==> src/rtl/if_id_queue.sv <==
// if_id_queue: instruction queue and pipeline register between fetch and decode.
// Holds up to DEPTH {pc, instruction} pairs in a circular buffer. The head
// entry is presented combinationally to decode. A flush discards every
// buffered entry.
// Optional macro IF_ID_QUEUE_STATS_EN adds three 32-bit statistics counters:
// stall_cycles, full_cycles and flushed_entries.
module if_id_queue #(
    parameter int              XLEN     = 32,
    parameter int              DEPTH    = 2,
    parameter logic [XLEN-1:0] NOP_INSN = XLEN'(32'h00000013)
) (
    input  logic                       clk,
    input  logic                       reset,
    input  logic                       in_valid,
    input  logic [XLEN-1:0]            in_pc,
    input  logic [XLEN-1:0]            in_instruction,
    output logic                       in_ready,
    input  logic                       flush,
    output logic                       out_valid,
    output logic [XLEN-1:0]            out_pc,
    output logic [XLEN-1:0]            out_instruction,
    output logic                       out_misaligned,
    input  logic                       out_ready,
    output logic [$clog2(DEPTH):0]     count
`ifdef IF_ID_QUEUE_STATS_EN
    ,
    output logic [31:0]                stall_cycles,
    output logic [31:0]                full_cycles,
    output logic [31:0]                flushed_entries
`endif
);

    localparam int                PTR_W    = $clog2(DEPTH);
    localparam int                CNT_W    = PTR_W + 1;
    localparam logic [CNT_W-1:0]  FULL_CNT = CNT_W'(DEPTH);

    logic [PTR_W-1:0] head_q, head_d;
    logic [PTR_W-1:0] tail_q, tail_d;
    logic [CNT_W-1:0] count_q, count_d;

    logic [XLEN-1:0]  pc_mem_q   [DEPTH];
    logic [XLEN-1:0]  insn_mem_q [DEPTH];

    logic             not_empty;
    logic             push;
    logic             pop;

    // Handshake qualifiers; in_ready only looks at occupancy, never out_ready
    assign not_empty = reset && (count_q != '0);
    assign in_ready  = reset && (count_q != FULL_CNT);
    assign out_valid = not_empty && !flush;
    assign push      = in_valid && in_ready && !flush;
    assign pop       = out_valid && out_ready;
    assign count     = count_q;

    // Head entry to decode, NOP bubble when empty or in reset
    always_comb begin
        out_pc          = '0;
        out_instruction = NOP_INSN;
        if (not_empty) begin
            out_pc          = pc_mem_q[head_q];
            out_instruction = insn_mem_q[head_q];
        end
        out_misaligned = out_valid && (out_pc[1:0] != 2'b00);
    end

    // Next pointer and occupancy; flush wins over any same-cycle push
    always_comb begin
        head_d  = head_q;
        tail_d  = tail_q;
        count_d = count_q;
        if (flush) begin
            head_d  = '0;
            tail_d  = '0;
            count_d = '0;
        end else begin
            if (push) begin
                tail_d = tail_q + PTR_W'(1);
            end
            if (pop) begin
                head_d = head_q + PTR_W'(1);
            end
            if (push && !pop) begin
                count_d = count_q + CNT_W'(1);
            end else if (pop && !push) begin
                count_d = count_q - CNT_W'(1);
            end
        end
    end

    // Pointer/occupancy registers with synchronous active-low reset
    always_ff @(posedge clk) begin
        if (!reset) begin
            head_q  <= '0;
            tail_q  <= '0;
            count_q <= '0;
        end else begin
            head_q  <= head_d;
            tail_q  <= tail_d;
            count_q <= count_d;
        end
    end

    // Entry storage; contents are don't-care until a push marks them live
    always_ff @(posedge clk) begin
        if (push) begin
            pc_mem_q[tail_q]   <= in_pc;
            insn_mem_q[tail_q] <= in_instruction;
        end
    end

`ifdef IF_ID_QUEUE_STATS_EN
    logic [31:0] stall_cycles_q,    stall_cycles_d;
    logic [31:0] full_cycles_q,     full_cycles_d;
    logic [31:0] flushed_entries_q, flushed_entries_d;

    // Statistics increments; free-running, wrap at 2^32
    always_comb begin
        stall_cycles_d    = stall_cycles_q;
        full_cycles_d     = full_cycles_q;
        flushed_entries_d = flushed_entries_q;
        if (out_valid && !out_ready) begin
            stall_cycles_d = stall_cycles_q + 32'd1;
        end
        if ((count_q == FULL_CNT) && in_valid) begin
            full_cycles_d = full_cycles_q + 32'd1;
        end
        if (flush) begin
            flushed_entries_d = flushed_entries_q + 32'(count_q);
        end
    end

    // Statistics registers, cleared by reset
    always_ff @(posedge clk) begin
        if (!reset) begin
            stall_cycles_q    <= '0;
            full_cycles_q     <= '0;
            flushed_entries_q <= '0;
        end else begin
            stall_cycles_q    <= stall_cycles_d;
            full_cycles_q     <= full_cycles_d;
            flushed_entries_q <= flushed_entries_d;
        end
    end

    assign stall_cycles    = stall_cycles_q;
    assign full_cycles     = full_cycles_q;
    assign flushed_entries = flushed_entries_q;
`endif

endmodule

==> config.mk <==
export PLATFORM = sky130hd
export DESIGN_NAME = if_id_queue
export DESIGN_NICKNAME = d
export VERILOG_FILES = /design/src/rtl/if_id_queue.sv
export SDC_FILE = /design/constraint.sdc
export NUM_CORES = 1
export LEC_CHECK = 0
export ABC_AREA = 1
export CORE_MARGIN = 2
export CORE_UTILIZATION = 30
export CTS_CLUSTER_SIZE = 16
export DETAILED_ROUTE_END_ITERATION = 10
export HOLD_SLACK_MARGIN = 0.15
export PLACE_DENSITY = 0.62
export REMOVE_ABC_BUFFERS = 1
export SKIP_CTS_REPAIR_TIMING = 1
export SLEW_MARGIN = 25
export SYNTH_ARGS = -nofsm -noshare
export SYNTH_HDL_FRONTEND = slang
export SYNTH_SLANG_ARGS = --single-unit
==> constraint.sdc <==
create_clock -name clk -period 11.3 [get_ports clk]
set_input_delay 2.26 -clock clk [delete_from_list [all_inputs] [get_ports clk]]
set_output_delay 2.26 -clock clk [all_outputs]
set_load 0.01 [all_outputs]
==> summary.md <==
| Metric | Value |
|---|---|
| Die Height | `140 um` |
| Clock buffer depth | `2` |
| Post-synthesis instance total | `509` |
| Largest net degree at the start of global routing | `83` |
| WP data required | `9.04 ns` |
| Vias in the first global route | `3446` |
| Post-synthesis sequential area ratio | `70.6%` |
| R2R Path Start | `count[0]$_SDFFE_PP0P_` |
| P_leak | `3.21 nW` |
| Top Ports | `138` |
| Fin. max-slew vios | `0` |
| Setup crit end kind | `primary output` |
| Unique masters post-synth | `19` |
| CP top delay family | `buffers and inverters` |
| Largest family of logic cells by synthesized area | `buffers and inverters` |
| Fin util | `42.6%` |
| Routed len/inst | `11.9 um` |
| Total clock buffers created by CTS | `17` |
| WHS Endpoint | `tail_q$_SDFFE_PP0P_` |
| Post-route ant nets | `0` |
| Non-filler cells, final | `889` |
| Hold wc startpoint | `tail_q$_SDFFE_PP0P_` |
| Ant diodes | `0` |
| Die W | `140 um` |
| Synthesized area | `5580 um2` |
| Number of enable flip-flop cells after synthesis | `128` |
| Critical Path Start Type | `primary input` |
| Clock slew at reported path FFs | `0.06 ns` |
| Residual DRC | `0` |
| Mux cell area share after synthesis | `0%` |
| Asr flop ratio synth | `0%` |
| # rows | `49` |
| FF+latch count, synth | `133` |
| Clk root buf | `clkbuf_16` |
| Vias post-DR | `3606` |
| Slowest CP cell | `nor2_8` |
| End of the worst register-to-register path | `pc_mem_q[0][12]$_DFFE_PP_` |
| Fmax | `148 MHz` |
| Tot GR Track Use | `11.1%` |
| Layout Nets | `718` |
| Maximum vdd drop | `0.0000869 V` |
| Placed insts | `858` |
| Post-synthesis compound-gate area fraction | `6.25%` |
| Final Setup Violations | `0` |
| Initial Util | `30.9%` |
| Initial antenna violation count | `0` |
| Tcrit/Tclk final | `59.7%` |
| Die area | `19700 um2` |
| I/O Buffers | `137` |
| Hold Path Class | `flip-flop to flip-flop` |
| DR vias/cell | `4.06` |
| Share of cells above drive strength 1 | `5.91%` |
| Worst path arrival time | `4.49 ns` |
| Crit path kind | `primary input to primary output` |
| Unrepaired setup endpoints after global routing | `false` |
| Worst Path Buf+Inv | `3` |
| First-pass GRT wire length | `16900 um` |
| Core area | `18100 um2` |
| CTS tree | `built` |
| Clock Sinks | `133` |
| Worst-Margin Slew | `0.867 ns` |
| Outcome | `completed` |
| YS warnings | `0` |
| Max_cap viols | `0` |
| Hold depth | `2` |
| CP max stage delay | `0.68 ns` |
| # H-tree levels | `4` |
| Top_reg_cell synth | `edfxtp_1` |
| Most common cell after layout, fill and taps aside | `clkdlybuf4s50_1` |
| Clock Latency Late Sink | `0.41 ns` |
| Crit path cell chain | `clkdlybuf4s50_1, inv_2, nor2_8, nand2_1, a21boi_2, clkdlybuf4s50_1` |
| Slew margin rel. | `42.2%` |
| Worst R2R Setup Slack | `8.70 ns` |
| Adder-Cell Fraction of Synth Area | `0.224%` |
| Mapped Avg Cell Area | `11.0 um2` |
| Most frequent CP cell | `clkdlybuf4s50_1` |
| Synth Area in Simple Gates | `10.9%` |
| Worst-path fanout max | `64` |
| P&R area growth vs syn | `37.9%` |
| Clock Skews | `0.00943 ns` |
| Commonest non-fill, non-tap cells in the layout | `clkdlybuf4s50_1, nand2_1, inv_1` |
| Final wirelength | `10600 um` |
| Final count of hold timing violations | `0` |
| Pwr per Cell Area | `150 nW/um2` |
| Synth Area in XOR/XNOR | `0%` |
| Routability cong. | `0.683` |
| Fin crit period | `6.75 ns` |
| Final TNS setup | `0 ns` |
| R2r worst-path depth | `5` |
| DP HPWL | `6720 um` |
| Detailed Routing Iterations Pass 1 | `4` |
| DR iter-0 viols | `132` |
| GRT overflow | `0` |
[area by class of cell]
type,instances,area (um2)
repair buffers,140,1390
clock buffers,17,425
fillers,1742,10400
well taps,229,287
multi-input cells,221,980
flip-flops and latches,133,3950
clock inverters,14,160
inverters,135,507
[cells in the mapped netlist, types with 2 or more instances]
master / number / area, um2
buf_2: 5 / 25.0
buf_6: 10 / 113
clkbuf_2: 4 / 20.0
dfxtp_1: 5 / 100
edfxtp_1: 128 / 3840
inv_1: 134 / 503
nand2_1: 135 / 507
nand3_1: 4 / 20.0
nor2_1: 11 / 41.3
nor2_4: 2 / 22.5
o211ai_1: 3 / 22.5
o21ai_0: 49 / 245
o21ai_1: 13 / 65.1
[flip-flops by register name, summed over array words and instances (netlist names), named ones only]
signal / cells
insn_mem_q: 64
pc_mem_q: 64
tail_q: 1
count: 2
head_q: 1
[routing by layer]
| metal | vias to the layer above | wire length [um] | global-route usage, % |
|---|---|---|---|
| met3 | 10 | 508 | 3.79 |
| met1 | 1640 | 4570 | 12.5 |
| met4 | 0 | 133 | 4.31 |
| met2 | 78 | 5400 | 19.5 |
| met5 | - | 0 | 0 |
| li1 | 1878 | - | - |
[stage by stage]
step	cell area [um2]	power, mW	setup slack (ns)	hold slack, ns
6_report	7700	1.15	4.55	0.534
5_1_grt	7700	1.20	4.35	0.562
4_1_cts	7700	1.17	4.48	0.538
3_5_place_dp	7110	0.619	4.50	0.526
3_3_place_gp	7110	0.618	4.53	0.522
2_1_floorplan	5420	0.580	5.52	0.479
[power breakdown]
part	internal, mW	switching [mW]
Sequential	0.550	0.00210
Combinational	0.0326	0.0242
Clock	0.344	0.200
[logic make-up (layout without fill, tap and decap cells)]
| logic type | after synthesis | after routing |
|---|---|---|
| AO/OA/AOI/OAI | 67 | 67 |
| adder cells (fa/ha/maj) | 1 | 1 |
| buffers and inverters | 155 | 306 |
| flip-flops | 133 | 133 |
| AND/OR/NAND/NOR | 153 | 153 |
[worst max path at each step]
stage / start / end / slack, ns / depth (start not counted)
global route: reset / out_misaligned / 4.35 / 6
detailed placement: reset / out_misaligned / 4.50 / 6
floorplan: flush / insn_mem_q[0][0]$_DFFE_PP_ / 5.52 / 5
global placement: reset / out_misaligned / 4.53 / 6
CTS: reset / out_misaligned / 4.48 / 6
finish: reset / out_misaligned / 4.55 / 6
[tightest hold or removal path: cells and delay by family, from the launching register on]
family | cells | cell delay, ns
flops | 1 | 0.34
simple gates | 2 | 0.16
Note: power is estimated with default switching activity, not from simulation.
